<file path="src/rtl/reset_sequencer_pkg.sv">
// Shared types and sizing helpers for the source-clock reset sequencer.
package reset_sequencer_pkg;

  typedef enum logic [1:0] {
    ST_HOLD,
    ST_WAIT_LOCK,
    ST_STRETCH,
    ST_RUN
  } t_rst_seq_state;

  // Width of a counter that must reach max(a,b)-1; never narrower than one bit.
  function automatic int unsigned f_cnt_width(input int unsigned a, input int unsigned b);
    int unsigned m;
    m = (a > b) ? a : b;
    return (m < 2) ? 1 : $clog2(m);
  endfunction

endpackage

</file>
<file path="src/rtl/multi_stage_synchronizer.sv">
// N-flop synchronizer with asynchronous active-low clear to zero.
module multi_stage_synchronizer #(
  parameter int unsigned par_stages = 2
) (
  input  logic clk_i,
  input  logic rst_ni,
  input  logic d_i,
  output logic q_o
);

  logic [par_stages-1:0] sync_q;

  always_ff @(posedge clk_i or negedge rst_ni) begin
    if (!rst_ni) begin
      sync_q <= '0;
    end else begin
      sync_q <= {sync_q[par_stages-2:0], d_i};
    end
  end

  assign q_o = sync_q[par_stages-1];

endmodule

</file>
<file path="src/rtl/reset_sequencer.sv">
// Sequences the source-clock domain reset: release bridge, MMCM lock settle,
// stretch, then run; re-enters reset on lock loss or software request.
module reset_sequencer
  import reset_sequencer_pkg::*;
#(
  parameter int unsigned par_sync_stages = 2,
  parameter int unsigned par_lock_settle = 256,
  parameter int unsigned par_rst_stretch = 16
) (
  input  logic i_clk_mhz,
  input  logic i_rst_mhz,
  input  logic i_mmcm_locked,
  input  logic i_sw_rst_req,
  output logic o_rst_mhz,
  output logic o_rst_done,
  output logic o_locked_sync
);

  localparam int unsigned CW = f_cnt_width(par_lock_settle, par_rst_stretch);
  localparam logic [CW-1:0] SETTLE_LAST  = CW'(par_lock_settle - 1);
  localparam logic [CW-1:0] STRETCH_LAST = CW'(par_rst_stretch - 1);

  logic           bridge;
  logic           locked_sync;
  t_rst_seq_state state_q, state_d;
  logic [CW-1:0]  cnt_q, cnt_d;
  logic           rst_q;
  logic           done_q, done_d;

  multi_stage_synchronizer #(.par_stages(par_sync_stages)) u_bridge (
    .clk_i  (i_clk_mhz),
    .rst_ni (i_rst_mhz),
    .d_i    (1'b1),
    .q_o    (bridge)
  );

  multi_stage_synchronizer #(.par_stages(par_sync_stages)) u_lock_sync (
    .clk_i  (i_clk_mhz),
    .rst_ni (i_rst_mhz),
    .d_i    (i_mmcm_locked),
    .q_o    (locked_sync)
  );

  // Lock loss is checked first in STRETCH/RUN so it outranks a software request.
  always_comb begin
    state_d = state_q;
    cnt_d   = cnt_q;
    done_d  = 1'b0;
    case (state_q)
      ST_HOLD: begin
        if (bridge) begin
          state_d = ST_WAIT_LOCK;
          cnt_d   = '0;
        end
      end
      ST_WAIT_LOCK: begin
        if (!locked_sync) begin
          cnt_d = '0;
        end else if (cnt_q == SETTLE_LAST) begin
          state_d = ST_STRETCH;
          cnt_d   = '0;
        end else begin
          cnt_d = cnt_q + 1'b1;
        end
      end
      ST_STRETCH: begin
        if (!locked_sync) begin
          state_d = ST_WAIT_LOCK;
          cnt_d   = '0;
        end else if (i_sw_rst_req) begin
          cnt_d = '0;
        end else if (cnt_q == STRETCH_LAST) begin
          state_d = ST_RUN;
          cnt_d   = '0;
          done_d  = 1'b1;
        end else begin
          cnt_d = cnt_q + 1'b1;
        end
      end
      ST_RUN: begin
        if (!locked_sync) begin
          state_d = ST_WAIT_LOCK;
          cnt_d   = '0;
        end else if (i_sw_rst_req) begin
          state_d = ST_STRETCH;
          cnt_d   = '0;
        end
      end
      default: begin
        state_d = ST_HOLD;
        cnt_d   = '0;
      end
    endcase
  end

  // Reset output is registered from the next state so it changes on the transition edge.
  always_ff @(posedge i_clk_mhz or negedge i_rst_mhz) begin
    if (!i_rst_mhz) begin
      state_q <= ST_HOLD;
      cnt_q   <= '0;
      rst_q   <= 1'b1;
      done_q  <= 1'b0;
    end else begin
      state_q <= state_d;
      cnt_q   <= cnt_d;
      rst_q   <= (state_d != ST_RUN);
      done_q  <= done_d;
    end
  end

  assign o_rst_mhz     = rst_q;
  assign o_rst_done    = done_q;
  assign o_locked_sync = locked_sync;

endmodule
</file>
<file path="config.mk">
export PLATFORM = sky130hd
export DESIGN_NAME = reset_sequencer
export DESIGN_NICKNAME = d
export VERILOG_FILES = /design/src/rtl/reset_sequencer_pkg.sv /design/src/rtl/multi_stage_synchronizer.sv /design/src/rtl/reset_sequencer.sv
export SDC_FILE = /design/constraint.sdc
export NUM_CORES = 1
export LEC_CHECK = 0
export CORE_MARGIN = 2
export CORE_UTILIZATION = 40
export CTS_CLUSTER_SIZE = 24
export DETAILED_ROUTE_END_ITERATION = 16
export SYNTH_ARGS = -nofsm -noshare
export SYNTH_HDL_FRONTEND = slang
export SYNTH_HIERARCHICAL = 1
export SYNTH_SLANG_ARGS = --single-unit
</file>
<file path="constraint.sdc">
create_clock -name i_clk_mhz -period 1.6 [get_ports i_clk_mhz]
set_input_delay 0.4 -clock i_clk_mhz [delete_from_list [all_inputs] [get_ports i_clk_mhz]]
set_output_delay 0.4 -clock i_clk_mhz [all_outputs]
set_load 0.005 [all_outputs]
</file>
---- After elaboration in Yosys (flattened, before gate mapping) ----
Cells that the tools add are included.
operators by class
  $add $sub $neg .......................... 1
  $mul .................................... 0
  div/mod/pow operators ................... 0
  order comparisons ....................... 0
  equal/unequal tests ..................... 8
  shift-type cells ........................ 0
  multiplexer cells ....................... 22
  bitwise logic cells ..................... 0
  reduce and logical (&&, ||, !) cells .... 2
operators by type and width
  operator                                               count
  two-way mux 8 bit                                      8
  case mux 8 bit (4 select lines)                        1
  two-way mux 2 bit                                      8
  adder 8 x 1 -> 8 bit, second input constant            1
  == test 8 x 4 -> 1 bit, second input constant          1
  == test 8 bit, second input constant                   1
  case mux 2 bit (4 select lines)                        1
  == test 2 bit, second input constant                   2
  two-way mux 1 bit                                      4
  inequality test 3 bit, second input constant           1
  == test 2 x 1 -> 1 bit, second input constant          1
  logical NOT 2 bit                                      1
  inequality test 2 x 1 -> 1 bit, second input constant  1
  inequality test 2 bit, second input constant           1
  AND reduction 2 bit                                    1
storage, ports and cells
  bits in registers ....................... 16
  latch bits .............................. 0
  RAM bits ................................ 0
  memory bits (read-only) ................. 0
  bits of input ports ..................... 4
  output and inout port bits .............. 3
  logic and storage cells ................. 39
  memories ................................ 0

---- Depth between registers and ports, before layout ----
Gate-level depths: netlist of the first run.
  word-level depth ........................ 6
  mapped depth ............................ 6
  gate-level depth less buffers ........... 6

---- Modules after synthesis ----
Netlist of the first run, hierarchy kept.
modules (own cells, without submodules)
  module                    instances  cells an instance  area an instance (µm²)
  reset_sequencer           1          87                 844.6
  multi_stage_synchronizer  2          2                  50.0

---- Worst setup path after synthesis of the first run ----
Ideal clock, no wire load.
  path kind ............................... reg2reg
  start point ............................. register state_q[0]
  end point ............................... register cnt_q[7]
  library setup time ...................... 0.073 ns
  arrival ................................. 1.541 ns
  data required time ...................... 1.527 ns
  slack ................................... -0.014 ns
  stages on the path, launching flop included .. 7
  period minus slack after synthesis ...... 1.614 ns
  cell sequence ........................... dfrtp_1 -> inv_1 -> ha_1 -> nand2b_2 -> nand2_4 -> or4_4 -> a21oi_2
between the ends
  word-level cells in the longest chain between the ends .. 3
  elaborated cells between the ends (all ways) .. 8
ends and longest elaborated chain
  item                                                                                      RTL line                RTL
  from (decl)                                                                               reset_sequencer.sv:25   t_rst_seq_state state_q, state_d;
  from (signal assigned)                                                                    reset_sequencer.sv:104  state_q <= state_d;
  == test 2 bit or logical NOT 2 bit (tied branches)                                        reset_sequencer.sv:49   case (state_q)
  inequality test 3 bit (no source line) or inequality test 2 x 1 -> 1 bit (tied branches)  --
  AND reduction 2 bit (no source line)                                                      --
  to (signal assigned)                                                                      reset_sequencer.sv:105  cnt_q <= cnt_d;
  to (decl)                                                                                 reset_sequencer.sv:26   logic [CW-1:0] cnt_q, cnt_d;
Parallel ways exist; a longest one is shown, timed or not.
A chain may end at the register's enable or synchronous reset.

---- Worst setup path after layout of the first run ----
  start point ............................. register state_q[0]
  end point ............................... register cnt_q[4]
Same word-level chain as after synthesis.

==> summary.md, run 1 <==
| Metric | Value |
|---|---|
| I/O pin count | `7` |
| Synth Instances | `91` |
| Status | `finished with violations` |
| Fin worst setup slack | `-0.0264 ns` |
| Clock Root Buffer | `clkbuf_4` |
| WHS Path Cells | `0` |
| Post-Synth XOR/XNOR Area | `0.0464` |
| Worst vdd ir | `between 0.0004 and 0.0005 V` |
| R2R Setup Slk | `-0.03 ns` |
| Met3 wire len | `57 um` |
| Crit Reg-Reg Startpoint | `state_q[0]` |
| Most common cell in the synthesized netlist | `dfrtp_1` |
| Critical Path RT | `~1.8 ns` |
| Final worst path period need | `~1.6 ns` |
| Layout cell share with drive strength beyond 1 | `0.418` |
| WL met2 | `about 950 um` |
| Post-synth EDFFs | `0` |
| Placed Area | `around 0.0012 sq mm` |
| Total routed wire length on the met1 layer | `between 1000 and 1500 um` |
| Die X | `about 53 um` |
| Pwr dens | `about 670 mW/mm^2` |
| Slowest stage delay, CP | `~0.44 ns` |
| Final Skew | `~0.014 ns` |
| Avg Inst Size Synth | `about 10 sq um` |
| Largest family of logic cells by synthesized area | `simple AND/OR/NAND/NOR gates` |
| Critical path class | `register to register` |
| TritonCTS clock tree | `done` |
| Worst skew pair latency | `a little under 0.3 ns` |
| Crit end category | `register` |
| Critical-path cell list | `inv_2, ha_4, buf_4, nand3_2, o22ai_2, nor3_4, buf_12, nor2_2` |
| Max-slew violation count | `0` |
| Hold_sp | `u_bridge/sync_q[0]` |
| ANT nets after route | `0` |
| Post-Syn Area | `around 940 sq um` |
| Vias | `a little over 800` |
| Yosys reg bits | `16` |
| Post-synth top cells | `dfrtp_1, ha_1, nand3_1` |
| Distinct cells, synth | `38` |
| CTS clk-pin slew, worst paths | `approximately 0.08 ns` |
| Vias in the first global route | `about 750` |
| DP Wirelength | `1480 um` |
| Mux share of post-synthesis cell area | `0` |
| Die H | `52.6 um` |
| P&R area growth vs syn | `38.5%` |
| Clock Path Buffers | `2` |
| Total gr overflow | `0` |
| Antenna diodes | `0` |
| DRT Wirelength | `a little over 2000 um` |
| CP Launch Type | `register` |
| # H-tree levels | `1` |
| Largest net degree at the start of global routing | `17` |
| CP arrival | `about 1.8 ns` |
| Number of max-cap violations | `0` |
| Lkg Pwr | `0.605 nW` |
| R2r endpoint | `cnt_q[4]` |
| Setup violators final | `7` |
| Sequential share of the synthesized area | `0.425` |
| Iter 0 DRT Violations | `16` |
| Routability Congestion | `between 0.8 and 0.9` |
| Initial Utilization | `0.427` |
| Synth Area in Adders | `0.0795` |
| Worst Hold End | `u_bridge/sync_q[1]` |
| Die area | `about 0.0028 sq mm` |
| Number of hold violations in the final report | `0` |
| First drt pass iteration count | `4` |
| Failing checks | `negative setup slack` |
| Core area | `approximately 0.0022 sq mm` |
| Avg WL per Cell | `13.6 um` |
| Fin area | `about 0.0013 sq mm` |
| Synth area leaders | `dfrtp_1, ha_1, xor2_1` |
| Post-synthesis compound-gate area fraction | `0.132` |
| Rows | `17` |
| Initial antenna violation count | `0` |
| # DRC | `0` |
| Worst slack, placed | `-0.268 ns` |
| Clk sinks | `16` |
| Syn Nets | `between 100 and 150` |
| Worst min path class | `register to register` |
| Area leader, netlist | `dfrtp_1` |
| Top_reg_cell synth | `dfrtp_1` |
| Area share of the largest cell type after synthesis | `0.397` |
| Sum Neg Setup Slack | `-0.0977 ns` |
| Uppermost routed layer | `met4` |
| Critical-path maximum fanout | `6` |
| Fin crit share | `1.02` |
| First-pass GRT wire length | `3320 um` |
| Reg2reg path depth | `8` |
| Nets | `between 100 and 150` |
| RSZ-0062 raised after global routing | `true` |
| CTS Buf Count | `3` |
| Fmax | `approximately 610 MHz` |
| Total power | `about 0.88 mW` |
| Vias per cell | `approximately 5.4` |
| Async S/R FF share, synth | `1.00` |
| YS warnings | `6` |
| Total global-route track usage | `0.165` |
| Port buffer count | `6` |
| Simple-gate share of the synthesized area | `0.287` |
| Crit path max-delay cell type | `dfrtp_1` |
where the power goes:
part | total, mW | internal, mW | switching [mW]
Combinational | 0.160 | 0.0882 | 0.0721
Sequential | 0.455 | 0.434 | 0.0210
Clock | 0.265 | 0.138 | 0.126
Total | 0.880 | 0.660 | 0.219
per-stage QoR:
stage           util  std cells  hold WS (ns)
2_1_floorplan      -         91         0.104
3_3_place_gp   0.535        143         0.332
3_5_place_dp   0.535        143         0.344
4_1_cts        0.553        147         0.364
5_1_grt        0.592        150         0.373
6_report       0.592        150         0.362
cells in the final DEF (no fill, tap or decap), types with 2 or more instances in the layout:
| master | Yosys | final |
|---|---|---|
| and3_1 | 3 | 2 |
| nand3_1 | 6 | 5 |
| clkdlybuf4s50_1 | 0 | 4 |
| a21oi_1 | 5 | 2 |
| xor2_1 | 5 | 5 |
| dfrtp_1 | 15 | 14 |
| a21oi_2 | 1 | 4 |
| nor2_1 | 5 | 3 |
| ha_2 | 0 | 2 |
| a311oi_1 | 2 | 2 |
| ha_1 | 6 | 3 |
| nand4_1 | 3 | 3 |
| nand2_1 | 5 | 5 |
| and4_1 | 3 | 3 |
| dlygate4sd2_1 | 0 | 2 |
| buf_4 | 1 | 21 |
| nor2_2 | 0 | 2 |
| clkbuf_4 | 0 | 3 |
| o21ai_1 | 0 | 2 |
| o21ai_0 | 5 | 3 |
| inv_2 | 0 | 2 |
cell type report:
cell class,count,area [sq um]
clock buffer,4,36.3
fill,206,903
inverter,3,11.3
multi-input combinational,70,577
sequential,16,403
tap,28,35.0
timing repair buffer,29,246
registers in the layout, summed over array words and instances (netlist names):
register and cells:
o_rst_done 1, cnt_q 8, state_q 2, u_bridge/sync_q 2, o_rst_mhz 1, u_lock_sync/sync_q 2
cell families (layout without fill, tap and decap cells):
kind of cell | after synthesis | after routing
buf+inv | 5 | 36
compound gates | 19 | 19
fa+ha+maj | 6 | 6
flops | 16 | 16
other cells | 1 | 1
simple gates | 39 | 39
xor+xnor | 5 | 5
timing repair:
| item | CTS | global route |
|---|---|---|
| endpoints found under the setup margin | 4 | 9 |
| gates resized for setup | 5 | 14 |
| hold buffers | 0 | 0 |
| setup buffers | 0 | 4 |
| pin swaps | 0 | 5 |
worst max-delay path, delay by kind of cell, from the launching register on:
family / cells / cell delay [ns]
AOI/OAI and AO/OA: 1 / 0.10
adders and majority gates: 1 / 0.21
buffers and inverters: 3 / 0.40
DFF: 1 / 0.44
and+or+nand+nor: 3 / 0.38
how the worst max path moves through the flow:
stage                             from         end  depth (start not counted)
after floorplan             state_q[1]    cnt_q[7]                          6
after global placement    i_sw_rst_req    cnt_q[7]                          5
after detailed placement  i_sw_rst_req    cnt_q[7]                          5
after CTS                   state_q[0]  state_q[0]                          5
after global routing        state_q[1]    cnt_q[4]                          7
final                       state_q[0]    cnt_q[4]                          8
metal layers:
| layer | vias to the layer above | global-route usage |
|---|---|---|
| li1 | 392 | - |
| met1 | 408 | 0.230 |
| met2 | 11 | 0.244 |
| met3 | 2 | 0.0343 |
| met4 | 0 | 0.0769 |
| met5 | - | 0 |
Power figures use the tool's default switching activity.
==> inputs of run 2 (changes only) <==
SKIP_LAST_GASP = 1   (was not set)
==> run 2 against run 1 <==
Against the previous run: the flow still finishes with violations (negative setup slack); clock skew down 0.0036 ns; maximum frequency up 1.1%; via count down 1.2%; sequential power about the same; clock power down 2%; combinational power down 4%; global-route usage down 0.060 points; sequential cell count unchanged; critical path depth down 4; count of clock-buffer cells in the layout unchanged; largest cell class unchanged; register-to-register slack better by 0.02 ns; hold slack worse by 0.0015 ns.
==> summary.md, run 2 (same netlist as run 1, synthesis figures left out) <==
| Metric | Value |
|---|---|
| Critical-path maximum fanout | `4` |
| Clock Path Buffers | `2` |
| Largest Register | `cnt_q` |
| Layout cell share with drive strength beyond 1 | `0.397` |
| R2r endpoint | `o_rst_mhz` |
| First drt pass iteration count | `4` |
| # H-tree levels | `1` |
| Total global-route track usage | `0.165` |
| Reg2reg path depth | `4` |
| Rows | `17` |
| Number of hold violations in the final report | `0` |
| Die X | `between 50 and 60 um` |
| Commonest non-fill, non-tap cells in the layout | `buf_4, dfrtp_1` |
| Die H | `52.6 um` |
| I/O pin count | `7` |
| Max-slew violation count | `0` |
| Hold Slack | `~0.36 ns` |
| DP Wirelength | `1480 um` |
| Sum Neg Setup Slack | `-0.0157 ns` |
| First-pass GRT wire length | `3310 um` |
| Nets | `between 100 and 150` |
| Port buffer count | `6` |
| Failing checks | `negative setup slack` |
| CP arrival | `approximately 1.8 ns` |
| Vias in the first global route | `between 700 and 800` |
| Die area | `around 0.0028 sq mm` |
| Routability Congestion | `between 0.8 and 0.9` |
| Clock Root Buffer | `clkbuf_4` |
| Clk sinks | `16` |
| Vias | `~800` |
| Commonest non-fill, non-tap cell in the layout | `buf_4` |
| Largest register FFs | `8` |
| Initial Utilization | `0.427` |
| Crit Reg-Reg Startpoint | `cnt_q[5]` |
| Crit end category | `register` |
| Setup violators final | `2` |
| Lkg Pwr | `approximately 0.60 nW` |
| R2R Setup Slk | `-0.008 ns` |
| Hold_buf cts | `0` |
| # DRC | `0` |
| Core area | `0.00221 sq mm` |
| P&R area growth vs syn | `36.3%` |
| Worst vdd ir | `0.000470 V` |
| Fmax | `622 MHz` |
| Iter 0 DRT Violations | `23` |
| Number of max-cap violations | `0` |
| Final Skew | `0.0104 ns` |
| WHS Path Cells | `0` |
| Worst min path class | `register to register` |
| TritonCTS clock tree | `done` |
| Pwr dens | `about 670 mW/mm^2` |
| Largest net degree at the start of global routing | `17` |
| ANT nets after route | `0` |
| CTS Buf Count | `3` |
| RSZ-0062 raised after global routing | `true` |
| Vias per cell | `5.39` |
| Initial antenna violation count | `0` |
| Worst Hold End | `u_bridge/sync_q[1]` |
| DRT Wirelength | `just under 2000 um` |
| Critical Path RT | `~1.8 ns` |
| Antenna diodes | `0` |
| CTS clk-pin slew, worst paths | `roughly 0.10 ns` |
| CP Launch Type | `register` |
| Fin worst setup slack | `-0.00806 ns` |
| Total gr overflow | `0` |
| Final worst path period need | `1.61 ns` |
| Avg WL per Cell | `roughly 13 um` |
| Status | `finished with violations` |
| Fin crit share | `1.01` |
| Critical path class | `register to register` |
| Hold_sp | `u_bridge/sync_q[0]` |
| Worst skew pair latency | `~0.28 ns` |
[run 2: cell count changes in the layout (fill, tap and decap cells not counted), sizes merged]
cell           change
clkdlybuf4s50      +1
dlygate4sd2        -1
buf                -1
[run 2: critical path, stage by stage (launching register included)]
cell and delay, ns:
dfrtp_1 0.44, nor4_4 0.40, nand3_1 0.13, a311oi_1 0.37
o21ai_0 0.17
[run 2: cell type report]
cell class	instances	area, sq um
well taps	28	35.0
repair buffers	28	228
fillers	212	925
inverters	3	11.3
flip-flops and latches	16	403
clock buffers	4	36.3
multi-input cells	70	574
[run 2: how the worst max path moves through the flow]
| stage | startpoint | end | slack [ns] | cells past startpoint |
|---|---|---|---|---|
| global placement | i_sw_rst_req | cnt_q[7] | -0.24 | 5 |
| finish | cnt_q[5] | o_rst_mhz | -0.008 | 4 |
| detailed placement | i_sw_rst_req | cnt_q[7] | -0.27 | 5 |
| global route | state_q[0] | cnt_q[1] | -0.1 | 7 |
| CTS | u_lock_sync/sync_q[1] | o_locked_sync | -0.08 | 1 |
| floorplan | state_q[1] | cnt_q[7] | 0.003 | 6 |
[run 2: layer usage]
layer | up-vias | part of all wire | GRT usage | routed length [um]
li1 | 392 | - | - | -
met1 | 400 | 0.52 | 0.230 | 1030
met2 | 9 | 0.45 | 0.242 | 890
met3 | 2 | 0.015 | 0.0343 | 29
met4 | 0 | 0.012 | 0.0769 | 23
met5 | - | 0 | 0 | 0
[run 2: per-stage QoR]
step / util / setup slack [ns] / instance area (sq um) / instances / power, mW
2_1_floorplan: - / 0.00251 / 950 / 91 / 0.523
3_3_place_gp: 0.535 / -0.237 / 1180 / 143 / 0.606
3_5_place_dp: 0.535 / -0.268 / 1180 / 143 / 0.608
4_1_cts: 0.553 / -0.0773 / 1220 / 147 / 0.873
5_1_grt: 0.582 / -0.0953 / 1290 / 149 / 0.929
6_report: 0.582 / -0.00806 / 1290 / 149 / 0.868
[run 2: timing repair]
| item | in CTS | in global routing |
|---|---|---|
| resized for setup | 4 | 10 |
| setup buffers | 0 | 2 |
| pin swaps | 0 | 4 |
| cloned | 0 | 0 |
| endpoints found under the setup margin | 4 | 10 |
[run 2: where the power goes]
part	total (mW)	leakage [nW]	switching (mW)	internal (mW)
sequential	0.452	0.200	0.0184	0.434
combinational	0.154	0.374	0.0701	0.0843
clock	0.261	0.0210	0.123	0.138
